`config.mk`:
```
export PLATFORM = sky130hd
export DESIGN_NAME = acc_ctrl_seq
export DESIGN_NICKNAME = d
export VERILOG_FILES = /design/src/rtl/acc_ctrl_seq.sv
export SDC_FILE = /design/constraint.sdc
export NUM_CORES = 1
export LEC_CHECK = 0
export CAP_MARGIN = 20
export CORE_MARGIN = 5
export CORE_UTILIZATION = 45
export DETAILED_ROUTE_END_ITERATION = 8
export PLACE_DENSITY_LB_ADDON = 0.3
export SLEW_MARGIN = 20
export SYNTH_ARGS = -nofsm -noshare
export SYNTH_HDL_FRONTEND = slang
export SYNTH_SLANG_ARGS = --single-unit
```
`constraint.sdc`:
```
create_clock -name clk -period 3 [get_ports clk]
set_clock_uncertainty 0.2 [all_clocks]
set_input_delay 0.6 -clock clk [delete_from_list [all_inputs] [get_ports clk]]
set_output_delay 0.6 -clock clk [all_outputs]
set_load 0.02 [all_outputs]
```
`src/rtl/acc_ctrl_seq.sv`:
```
// acc_ctrl_seq: fetch/decode/execute sequencer for the accumulator processor.
// Moore state with Mealy enables on mem_ready; halts on illegal opcode or memory timeout.
module acc_ctrl_seq #(
  parameter int TIMEOUT = 15
) (
  input  logic       clk,
  input  logic       clr,
  input  logic       run,
  input  logic [3:0] opcode,
  input  logic       acc_zero,
  input  logic       acc_neg,
  input  logic       mem_ready,
  output logic       mem_rd,
  output logic       mem_wr,
  output logic       addr_sel,
  output logic       ir_load,
  output logic       pc_inc,
  output logic       pc_load,
  output logic       acc_load,
  output logic [2:0] alu_op,
  output logic       halted,
  output logic       illegal,
  output logic       bus_err,
  output logic [2:0] state
);
  localparam logic [2:0] IDLE   = 3'b000;
  localparam logic [2:0] FETCH  = 3'b001;
  localparam logic [2:0] DECODE = 3'b010;
  localparam logic [2:0] EXEC   = 3'b011;
  localparam logic [2:0] MEM    = 3'b100;
  localparam logic [2:0] HALT   = 3'b111;
  localparam logic [3:0] OP_LDA = 4'h1;
  localparam logic [3:0] OP_STA = 4'h2;
  localparam logic [3:0] OP_ADD = 4'h3;
  localparam logic [3:0] OP_SUB = 4'h4;
  localparam logic [3:0] OP_AND = 4'h5;
  localparam logic [3:0] OP_JMP = 4'h6;
  localparam logic [3:0] OP_JZ  = 4'h7;
  localparam logic [3:0] OP_JN  = 4'h8;
  localparam logic [3:0] OP_CLA = 4'h9;
  localparam logic [3:0] OP_NOT = 4'hA;
  localparam logic [3:0] OP_BAD = 4'hB;
  localparam logic [2:0] ALU_PASS = 3'b000;
  localparam logic [2:0] ALU_ADD  = 3'b001;
  localparam logic [2:0] ALU_SUB  = 3'b010;
  localparam logic [2:0] ALU_AND  = 3'b011;
  localparam logic [2:0] ALU_NOT  = 3'b100;
  localparam logic [2:0] ALU_CLR  = 3'b101;
  logic [3:0] op_r;
  logic [7:0] timer;
  logic [2:0] next;
  logic       is_fetch, is_mem, is_exec, is_sta;
  logic       waiting, expired, dec_mem, dec_bad;
  assign is_fetch = state == FETCH;
  assign is_mem   = state == MEM;
  assign is_exec  = state == EXEC;
  assign is_sta   = op_r == OP_STA;
  assign waiting  = (is_fetch || is_mem) && !mem_ready;
  assign expired  = waiting && timer == 8'(TIMEOUT - 1);
  assign dec_mem  = opcode >= OP_LDA && opcode <= OP_AND;
  assign dec_bad  = opcode >= OP_BAD && opcode != 4'hF;
  always_comb begin
    next = state;
    case (state)
      IDLE:    next = run ? FETCH : IDLE;
      FETCH:   next = mem_ready ? DECODE : expired ? HALT : FETCH;
      DECODE:  next = dec_mem ? MEM : opcode >= OP_BAD ? HALT : EXEC;
      EXEC:    next = run ? FETCH : IDLE;
      MEM:     next = mem_ready ? (run ? FETCH : IDLE) : expired ? HALT : MEM;
      HALT:    next = HALT;
      default: next = IDLE;
    endcase
  end
  // timer only survives a cycle that waits and stays put; any move clears it
  always_ff @(posedge clk or posedge clr)
    if (clr) begin
      state   <= IDLE;
      op_r    <= '0;
      timer   <= '0;
      illegal <= 1'b0;
      bus_err <= 1'b0;
    end else begin
      state <= next;
      timer <= (waiting && next == state) ? timer + 8'd1 : 8'd0;
      if (state == DECODE) op_r <= opcode;
      if (state == DECODE && dec_bad) illegal <= 1'b1;
      if (expired) bus_err <= 1'b1;
    end
  assign mem_rd   = is_fetch || (is_mem && !is_sta);
  assign mem_wr   = is_mem && is_sta;
  assign addr_sel = is_mem;
  assign ir_load  = is_fetch && mem_ready;
  assign pc_inc   = is_fetch && mem_ready;
  assign pc_load  = is_exec && (op_r == OP_JMP || (op_r == OP_JZ && acc_zero) || (op_r == OP_JN && acc_neg));
  assign acc_load = (is_mem && mem_ready && !is_sta) || (is_exec && (op_r == OP_CLA || op_r == OP_NOT));
  assign alu_op   = !acc_load ? ALU_PASS :
                    is_exec ? (op_r == OP_CLA ? ALU_CLR : ALU_NOT) :
                    op_r == OP_ADD ? ALU_ADD :
                    op_r == OP_SUB ? ALU_SUB :
                    op_r == OP_AND ? ALU_AND : ALU_PASS;
  assign halted   = state == HALT;
endmodule

```
Word-level counts from Yosys, hierarchy flattened
Cells that the tools add are included.

Eq/ne operators: 17. Div/mod/pow operators: 0. Add/subtract/negate cells: 1. Magnitude comparators: 3. Multiplexer cells: 15. Shifts and indexed selects: 0. Bitwise logic cells: 0. Multiply operators: 0. Reductions and logical operators: 25.

Operators with widths (number): 2-to-1 mux 3 bit (7); equality test 4 x 3 -> 1 bit, second input constant (4); logical AND 1 bit (15); case mux 3 bit (5 select lines) (1); equality test 4 bit, second input constant (3); adder 8 x 1 -> 8 bit, second input constant (1); equality test 4 x 2 -> 1 bit, second input constant (2); equality test 8 x 4 -> 1 bit, second input constant (1); 2-to-1 mux 2 bit (4); 2-to-1 mux 8 bit (1); equality test 3 x 2 -> 1 bit, second input constant (2); equality test 3 bit, second input constant (2); logical OR 1 bit (6); greater-or-equal comparator 4 x 1 -> 1 bit, second input constant (1); greater-or-equal comparator 4 bit, second input constant (1); less-or-equal comparator 4 x 3 -> 1 bit, second input constant (1); != test 4 bit, second input constant (1); equality test 3 x 1 -> 1 bit, second input constant (1); equality test 3 bit (1); logical NOT 3 bit (1); logical NOT 1 bit (2); 2-to-1 mux 1 bit (2); OR reduction 2 bit (1).

Bits in writable memories: 0. Bits of input ports: 10. Memories kept: 0. Output and inout bits: 16. Bits in read-only memories: 0. Logic and storage cells: 66. Bits in registers: 17. Latch bits: 0.

Depth between registers and ports, before layout
Depth after elaboration: 10. Gate-level depth with buffers: 6. Gate-level depth less buffers: 6.

Worst setup path after synthesis
OpenSTA, ideal clock, no wires.

Kind: input to output. From: input acc_neg. To: output pc_load. Cell stages on the path: 3. Path slack: 0.458 ns. Required time: 2.200 ns. Arrival: 1.742 ns. Path buffers: 0. Cells stage by stage: nor4b_1 > a31oi_1 > a2111oi_1.

Cells in the longest elaborated chain, start to end: 3.

RTL lines: start, declared (RTL line 11) `input logic acc_neg,`; logical AND 1 bit (RTL line 94) `assign pc_load = is_exec && (op_r == OP_JMP || (op_r == OP_JZ && acc_zero) || (op_r == OP_JN && acc_neg));`; logical OR 1 bit (RTL line 94); logical AND 1 bit (RTL line 94); end, declared (RTL line 18) `output logic pc_load,`.

No other way between the ends.

Worst setup path in the final report
From: register op_r[2]. To: output alu_op[2].

Cells in the longest elaborated chain, start to end: 5. Elaborated cells on any way between the ends: 9.

RTL lines: start, declared (RTL line 49) `logic [3:0] op_r;`; start signal, assigned (RTL line 85) `if (state == DECODE) op_r <= opcode;`; equality test 4 x 2 -> 1 bit / equality test 4 bit (equally long branches) (RTL line 57, 95); logical NOT 1 bit / logical OR 1 bit (equally long branches) (RTL line 95) `assign acc_load = (is_mem && mem_ready && !is_sta) || (is_exec && (op_r == OP_CLA || op_r == OP_NOT));`; logical AND 1 bit (RTL line 95); logical OR 1 bit * (RTL line 95); 2-to-1 mux 3 bit * (RTL line 96) `assign alu_op = !acc_load ? ALU_PASS :`; end, declared (RTL line 20) `output logic [2:0] alu_op,`.

Every way passes the cells marked *; elsewhere a longest branch is shown, timed or not.

==> summary.txt <==
Clock tree
  • Postcts setup bufs: 0
  • Post_cts resized: 4
  • Hold Buf Count CTS: 0
  • CTS tree: built
  • Htree depth: 1
  • Worst skew pair latency: 0.30 ns
  • Bufs on Longest Clock Path: 2
  • Clock slew at reported path FFs: about 0.1 ns
  • CTS Buf Count: 3
  • Root buffer cell: clkbuf_4
  • Total clock sinks: 17

Yosys
  • Synth Cell Area: 1077 um^2
  • Avg Inst Size Synth: 9.287 um^2
  • Cell variety after synth: 42
  • FFs w/ async S/R, synth: 100.0%
  • Post-Syn Instances: 116
  • Yosys top cell area share: between 30% and 40%
  • Yosys warnings: 0
  • Synth area leaders: dfrtp_1 39%, nor2_1 5.6%, xor2_1 4.9%
  • Seq/Total Area, Yosys: 39.49%
  • Yosys reg bits: 17
  • Leading area contributor after synthesis: dfrtp_1
  • Post-synth top flop: dfrtp_1
  • EDFF count, synth: 0
  • Syn Nets: about 130

STA
  • # setup viols final: 0
  • Unrepaired setup endpoints after global routing: false
  • Hold Violations, Final: 0
  • Achievable Freq: 349.2 MHz
  • Final Max Slew Viols: 0
  • Actual slew at the worst max-slew pin: 0.6403 ns
  • Post-route setup slack: 0.1365 ns
  • Worst relative slew slack: a little under three fifths
  • Fin crit share: 95.45%
  • Crit path time final: 2.863 ns

Global route
  • Global route overflow: 0
  • Initial antenna violation count: 0
  • Largest net degree at the start of global routing: 18
  • Number of global-route vias before repair: 960
  • First-pass GRT wire length: approximately 4200 um
  • Total GRT Usage: 15.67%

Worst setup path
  • Crit Path Class: reg2out
  • CP required: 2.20 ns
  • Startpoint types: flop
  • Delay of the slowest critical-path stage: 0.61 ns
  • Critical Path, Cell by Cell: or4_4, nor2_1, clkdlybuf4s50_1
  • Slowest cell on crit path: clkdlybuf4s50_1
  • R2r setup slk: 1.09 ns
  • Cells on worst reg2reg path: 4
  • Critical Path End Type: primary output
  • WP data arrival: 2.06 ns
  • Crit path max fanout: 8

Outcome
  • Outcome: finished, final reports clean

Route
  • DR pass1 iterations: 4
  • Routed Antenna Nets: 0
  • DRC: 0
  • Drt total wl: about 2300 um
  • DR iter-0 viols: 16
  • Detailed-route via count: about 940
  • Avg WL per Cell: 13.42 um
  • Avg Vias per Cell: 5.471

Min path
  • Hold Path Class: reg2reg
  • Hold depth: 1

Floorplanning
  • # IOs: 26
  • Core box area: 2255 um^2
  • Die Ht: a little under 60 um
  • Initial Util: between 40% and 50%
  • Rows: 17
  • Die area: 3473 um^2
  • Die X-Extent: 58.93 um

Placement
  • Placed wire-length estimate: about 1800 um
  • Gpl congestion: 0.8040
  • IO buf count: 25
  • Dpl cell area: 1354 um^2
  • Dpl ws: -0.1906 ns

Cells and area
  • Share of cells above drive strength 1: 15.28%
  • Final instance area: 1380 um^2
  • Nets@finish: 157
  • Final core occ: 61.21%
  • Synthesis-to-layout area growth: 28.11%
  • N_diodes: 0

Power and ir drop
  • Cell area power density: 771.6 nW/um^2
  • Total power: 1.065 mW
  • Peak supply drop: 0.6385 mV
  • Leak: about 0.58 nW

Job
  • MaxCap Viol Count: 0
## cell usage after synthesis (2+ instances only)
| master | count |
|---|---|
| xnor2_1 | 2 |
| o21ai_0 | 4 |
| or3_1 | 2 |
| nor3_1 | 2 |
| and3_1 | 3 |
| and2_1 | 3 |
| nand3_1 | 2 |
| nor2_1 | 16 |
| nand4_1 | 3 |
| o21bai_1 | 2 |
| a31oi_1 | 2 |
| ha_1 | 2 |
| mux2_2 | 3 |
| inv_1 | 4 |
| buf_4 | 3 |
| nand2_1 | 9 |
| xor2_1 | 6 |
| a21oi_1 | 4 |
| dfrtp_1 | 17 |
| nor2b_1 | 5 |
## layout by cell type (no fill, tap or decap), drive strengths merged, types with 2 or more instances in the layout
cell type and count:
nor2 16, dfrtp 17, o21ai 4, buf 4, xor2 6, nor3 3, xnor2 2, or3 3
ha 2, nand3 2, a21oi 5, clkbuf 4, inv 4, nor2b 5, o21bai 2, clkdlybuf4s50 22
a31oi 2, nand2b 2, and2 3, mux2 3, and3 3, nand2 10, nand4 3
## stage by stage
step,instances,hold slack (ns),TNS [ns]
after floorplan,116,0.2665,0
after global placement,168,0.2622,-0.1393
after detailed placement,168,0.2651,-0.1906
after CTS,172,0.2956,0
after global routing,172,0.3239,0
final,172,0.2872,0
## metal layers
metal  track usage [%]  vias up  wire [um]
li1                  -      468          -
met3             2.851        5        129
met4             6.796        0         46
met5                 0        -          0
met1             19.62      447       1030
met2             26.18       21       1102
## worst max-delay path, delay by kind of cell, from the launching register on
kind,cells,cell delay (ns)
and+or+nand+nor,2,0.69
buffers and inverters,1,0.61
DFF,1,0.47
## path summary, 6_finish.rpt
path | start | end
hold / removal | bus_err$_DFFE_PP0N_ | bus_err$_DFFE_PP0N_
min in group asynchronous | clr | op_r[2]$_DFFE_PP0N_
setup / recovery | op_r[2]$_DFFE_PP0N_ | alu_op[2]
setup reg to reg | state[2]$_DFF_PP0_ | op_r[0]$_DFFE_PP0N_
hold reg to reg | bus_err$_DFFE_PP0N_ | bus_err$_DFFE_PP0N_
max in group asynchronous | clr | state[1]$_DFF_PP0_
## logic make-up (layout without fill, tap and decap cells)
group	count (synthesis)	after routing	synth area share [%]
buf+inv	9	37	4.993
xor+xnor	8	8	6.504
mux	3	3	3.136
simple gates	55	55	28.81
flops	17	17	39.49
compound gates	21	21	13.82
fa+ha+maj	3	3	3.252
## where the power goes
| group | internal, mW | switching (mW) | total, mW |
|---|---|---|---|
| clock network | 0.0497 | 0.0767 | 0.126 |
| registers | 0.292 | 0.0974 | 0.389 |
| logic | 0.267 | 0.283 | 0.549 |
| total | 0.608 | 0.457 | 1.06 |
## area by class of cell
| cell class | count | area, um^2 |
|---|---|---|
| inverter | 4 | 15.01 |
| tap | 28 | 35.03 |
| fill | 204 | 874.6 |
| multi-input combinational | 90 | 598.1 |
| clock buffer | 3 | 22.52 |
| sequential | 17 | 427.9 |
| timing repair buffer | 29 | 276.5 |
| clock inverter | 1 | 5.005 |
## registers in the layout, summed over array words and instances (netlist names)
| name | count |
|---|---|
| illegal | 1 |
| timer | 8 |
| state | 3 |
| bus_err | 1 |
| op_r | 4 |
Note: power is estimated with default switching activity, not from simulation.
==> RTL change 1, RTL diff (config.mk and constraints unchanged) <==
Register the output `bus_err` once more, cleared by the reset; this adds one clock of latency there. The other outputs are not delayed to match.
--- a/src/rtl/acc_ctrl_seq.sv
+++ b/src/rtl/acc_ctrl_seq.sv
@@ -46,6 +46,8 @@
   localparam logic [2:0] ALU_AND  = 3'b011;
   localparam logic [2:0] ALU_NOT  = 3'b100;
   localparam logic [2:0] ALU_CLR  = 3'b101;
+
+  logic bus_err_s0;
   logic [3:0] op_r;
   logic [7:0] timer;
   logic [2:0] next;
@@ -78,13 +80,13 @@
       op_r    <= '0;
       timer   <= '0;
       illegal <= 1'b0;
-      bus_err <= 1'b0;
+      bus_err_s0 <= 1'b0;
     end else begin
       state <= next;
       timer <= (waiting && next == state) ? timer + 8'd1 : 8'd0;
       if (state == DECODE) op_r <= opcode;
       if (state == DECODE && dec_bad) illegal <= 1'b1;
-      if (expired) bus_err <= 1'b1;
+      if (expired) bus_err_s0 <= 1'b1;
     end
   assign mem_rd   = is_fetch || (is_mem && !is_sta);
   assign mem_wr   = is_mem && is_sta;
@@ -99,5 +101,13 @@
                     op_r == OP_SUB ? ALU_SUB :
                     op_r == OP_AND ? ALU_AND : ALU_PASS;
   assign halted   = state == HALT;
+  always_ff @(posedge clk or posedge clr) begin
+    if (clr) begin
+      bus_err <= '0;
+    end else begin
+      bus_err <= bus_err_s0;
+    end
+  end
+
 endmodule
 
Function: same outputs for any inputs over 10 cycles, from zero or initial values; that may be too few to reach the edited logic, so the function may still have changed.
==> RTL change 1 against the unedited design <==
- cell area grew 3.5%
- combinational power increased by 7.7%
- global-route usage decreased by 0.90 points
- wire length rose by 2.4%
- worst setup slack lost 0.053 ns
- via count shrank 0.96%
- area after synthesis is 2.3% higher
- total power up 4.5%
- sequential cell count increased by 1
- critical path type unchanged
- highest routed layer unchanged
==> RTL change 1: results (changes against the unedited design) <==
status complete, no violations (unchanged); fill count 223 (was 204); worst path arrival time 2.12 ns (was 2.06 ns); crit-path max cell delay 0.63 ns (was 0.61 ns); drt drc 0 (unchanged); Seq/Total Area, Yosys 40.9% (was 39.5%); pre-CTS setup slack -0.209 ns (was -0.191 ns); sequential group power 375 µW (was 389 µW); Via density 5.30 (was 5.47); ANT cells 0 (unchanged); Initial DRC Count 35 (was 16); GR Util met2 26.5% (was 26.2%); utilization after layout 59.3% (was 61.2%); port bufs 25 (unchanged); GRT met3 Usage 2.18% (was 2.85%); switching power 456 µW (was 457 µW); vias in the first global route 902 (was 960); grt met1 use 17.2% (was 19.6%); share of layout cells above drive strength 1 15.1% (was 15.3%); Regs by FF count timer: 8 flops, op_r: 4 flops, state: 3 flops (unchanged); first-pass GRT wire length 3930 µm (was 4240 µm); synth cell count leaders dfrtp_1, nor2_1, nand2_1 (unchanged); Leakage 0.000598 µW (was 0.000576 µW); H-tree depth 1 (unchanged); largest cells by area after synthesis dfrtp_1, nor2_1, xor2_1 (unchanged); Placed Cells incl. Taps 172 (was 168); worst IR drop on VDD 570 µV (was 638 µV); GRT Total Usage 14.8% (was 15.7%); largest net degree at the start of global routing 19 (was 18); synthesized net count 129 (was 128); Worst-Margin Slew 0.677 ns (was 0.640 ns); Synth warnings 0 (unchanged); CP top delay family buffers and inverters (was simple AND/OR/NAND/NOR gates); RD Place Congestion 0.838 (was 0.804); Sw Share 41.0% (was 42.9%); Logic pwr share 53.1% (was 51.6%); routed wire length 2360 µm (was 2310 µm); CTS max path bufs 2 (unchanged); dpl cell area 1390 µm² (was 1350 µm²); final HPWL from detailed placement 1820 µm (was 1800 µm); fin nets 159 (was 157); Cells after Synth 117 (was 116); via count 932 (was 941); CP max-delay cell clkdlybuf4s50_1 (unchanged)
[RTL change 1: cell count changes in the layout (fill, tap and decap cells not counted)]
cell,before,now
buf_4,4,5
clkbuf_2,1,0
clkbuf_8,0,1
clkdlybuf4s50_1,22,23
clkinv_2,1,0
dfrtp_1,15,16
dlygate4sd1_1,0,1
dlygate4sd2_1,1,0
[RTL change 1: timing repair]
action	4_1_cts	5_1_grt
cloned	0	0
pin swaps	0	0
resized for setup	1	5
setup endpoints to repair	1	3
[RTL change 1: final timing paths]
check / start / end / slack [ns] / cells after the start
min in group asynchronous: clr / bus_err_s0 / 0.49 / 2
worst max register to register: state[1] / op_r[2] / 1.12 / 4
worst min register to register: bus_err_s0 / bus_err / 0.20 / 0
worst min-delay path: bus_err_s0 / bus_err / 0.20 / 0
max in group asynchronous: clr / op_r[2] / 1.63 / 2
worst max-delay path: op_r[2] / acc_load / 0.08 / 3
[RTL change 1: layer usage]
| metal | part of all wire (%) | up-vias |
|---|---|---|
| met5 | 0 | - |
| met4 | 2.0 | 0 |
| met3 | 6.1 | 6 |
| met2 | 48 | 24 |
| met1 | 44 | 433 |
| li1 | - | 469 |
[RTL change 1: cell type report]
| cell class | instances | share of cell area, % |
|---|---|---|
| Multi-Input combinational cell | 90 | 41.9 |
| Tap cell | 30 | 2.63 |
| Inverter | 4 | 1.05 |
| Clock buffer | 4 | 2.54 |
| Timing Repair Buffer | 30 | 20.2 |
| Sequential cell | 18 | 31.7 |
[RTL change 1: logic make-up (layout without fill, tap and decap cells)]
kind of cell	Yosys count	in the layout	share of synthesized area (%)
muxes	3	3	3.06
xor gates and xnor gates	8	8	6.36
and+or+nand+nor	55	55	28.2
adders and majority gates	3	3	3.18
buffers and inverters	9	38	4.88
DFF	18	18	40.9
AOI/OAI and AO/OA	21	21	13.5
==> RTL change 2, RTL diff (same settings) <==
Made on the original files. Set the parameter `TIMEOUT` to 14 (it was 15).
--- a/src/rtl/acc_ctrl_seq.sv
+++ b/src/rtl/acc_ctrl_seq.sv
@@ -1,7 +1,7 @@
 // acc_ctrl_seq: fetch/decode/execute sequencer for the accumulator processor.
 // Moore state with Mealy enables on mem_ready; halts on illegal opcode or memory timeout.
 module acc_ctrl_seq #(
-  parameter int TIMEOUT = 15
+  parameter int TIMEOUT = 14
 ) (
   input  logic       clk,
   input  logic       clr,
Function: same outputs for any inputs over 10 cycles, from zero or initial values; that may be too few to reach the edited logic, so the function may still have changed.
==> RTL change 2 against the unedited design <==
- total power rose by 0.63%
- cell area fell by 0.18%
- wire length rose by 6.0%
- critical endpoint is now acc_load
- area after synthesis fell by 2.9%
- sequential cell count did not move
- sequential share of layout area barely moved
- critical path type unchanged
- first-iteration DRC count rose by 6.3%
- worst setup slack got worse by 0.040 ns
==> RTL change 2: results (changes against the unedited design) <==
worst path arrival time 2.10 ns (was 2.06 ns); CP max FO 4 (was 8); largest cells by area after synthesis dfrtp_1, nor2_1, mux2_2 (was dfrtp_1, nor2_1, xor2_1); synthesized net count 126 (was 128); Avg Cell Area, Syn 9.18 µm² (was 9.29 µm²); worst hold slack 0.292 ns (was 0.287 ns); Leakage 0.000583 µW (was 0.000576 µW); ANT cells 0 (unchanged); vias in the first global route 934 (was 960); first-pass GRT wire length 4010 µm (was 4240 µm); via count 936 (was 941); fill count 208 (was 204); final HPWL from detailed placement 1860 µm (was 1800 µm); reg2reg setup slack 1.23 ns (was 1.09 ns); clock latency at the later pin of the worst-skew pair 0.28 ns (was 0.30 ns); synth cell count leaders dfrtp_1, nor2_1, nand2b_1 (was dfrtp_1, nor2_1, nand2_1); count of different cell masters after synthesis 39 (was 42); Critical path origin op_r[3] (was op_r[2]); Slew Limit Headroom 58.4% (was 57.3%); pre-CTS setup slack -0.0468 ns (was -0.191 ns); CP top delay family simple AND/OR/NAND/NOR gates (unchanged); RD Place Congestion 0.733 (was 0.804); routed wire length 2450 µm (was 2310 µm); GRT Total Usage 14.9% (was 15.7%); worst flop-to-flop path startpoint state[1] (was state[2]); worst IR drop on VDD 501 µV (was 638 µV); share of layout cells above drive strength 1 14.6% (was 15.3%); Seq/Total Area, Yosys 40.7% (was 39.5%); status complete, no violations (unchanged); crit-path max cell delay 0.54 ns (was 0.61 ns); Initial DRC Count 17 (was 16)
RTL change 2: cell types whose count changed in the layout (fill, tap and decap cells not counted), sizes merged, moves of 2 or more:
cell	delta
nor4	+3
a31o	+2
and2	-2
nor2b	-3
nand2b	+5
nand2	-4
dlygate4sd2	+2
RTL change 2: area by class of cell:
class / count / area [µm²] / area share, %
multi-input combinational: 87 / 582 / 42.2
sequential: 17 / 427 / 31.0
timing repair buffer: 30 / 284 / 20.6
tap: 28 / 35.0 / 2.54
clock buffer: 4 / 26.3 / 1.91
inverter: 6 / 23.8 / 1.73
RTL change 2: kinds of logic after synthesis:
logic type / share of synthesized area (%)
simple gates: 28.8
compound gates: 12.8
flops: 40.7
buf+inv: 4.31
xor+xnor: 6.70
mux: 4.31
fa+ha+maj: 2.39
RTL change 2: repair_timing:
item | CTS | global route
buffers inserted | 0 | 0
hold buffers | 0 | 0
endpoints found under the hold margin | 0 | 0
gates resized for setup | 3 | 2
endpoints found under the setup margin | 3 | 1
RTL change 2: worst max path at each step:
stage	to	slack, ns	depth (start not counted)
after floorplan	pc_load	0.29	3
after detailed placement	alu_op[0]	-0.05	5
final	acc_load	0.1	4
after global placement	alu_op[0]	-0.02	5
after global routing	acc_load	0.0001	4
after CTS	acc_load	0.07	4
RTL change 2: report_power, final:
group | leakage, µW | switching [µW] | internal (µW)
registers | 0.000219 | 80.9 | 291
logic | 0.000350 | 302 | 278
clock network | 0.0000150 | 67.5 | 51.6
RTL change 2: through the flow:
step | instance area [µm²] | total power (µW) | std cells | TNS, ns | utilization, %
6_report | 1380 | 1070 | 172 | 0 | 62.3
5_1_grt | 1380 | 1140 | 172 | 0 | 62.3
4_1_cts | 1370 | 1070 | 172 | 0 | 61.9
3_5_place_dp | 1350 | 950 | 168 | -0.0644 | 60.9
3_3_place_gp | 1350 | 931 | 168 | -0.0209 | 60.9
2_1_floorplan | 1050 | 727 | 114 | 0 | -
RTL change 2: metal layers:
layer | share of wire (%) | global-route usage (%) | vias to the layer above
met1 | 44 | 17.4 | 452
li1 | - | - | 462
met4 | 1.3 | 7.28 | 0
met3 | 3.7 | 1.34 | 4
met2 | 51 | 26.9 | 18
met5 | 0 | 0 | -
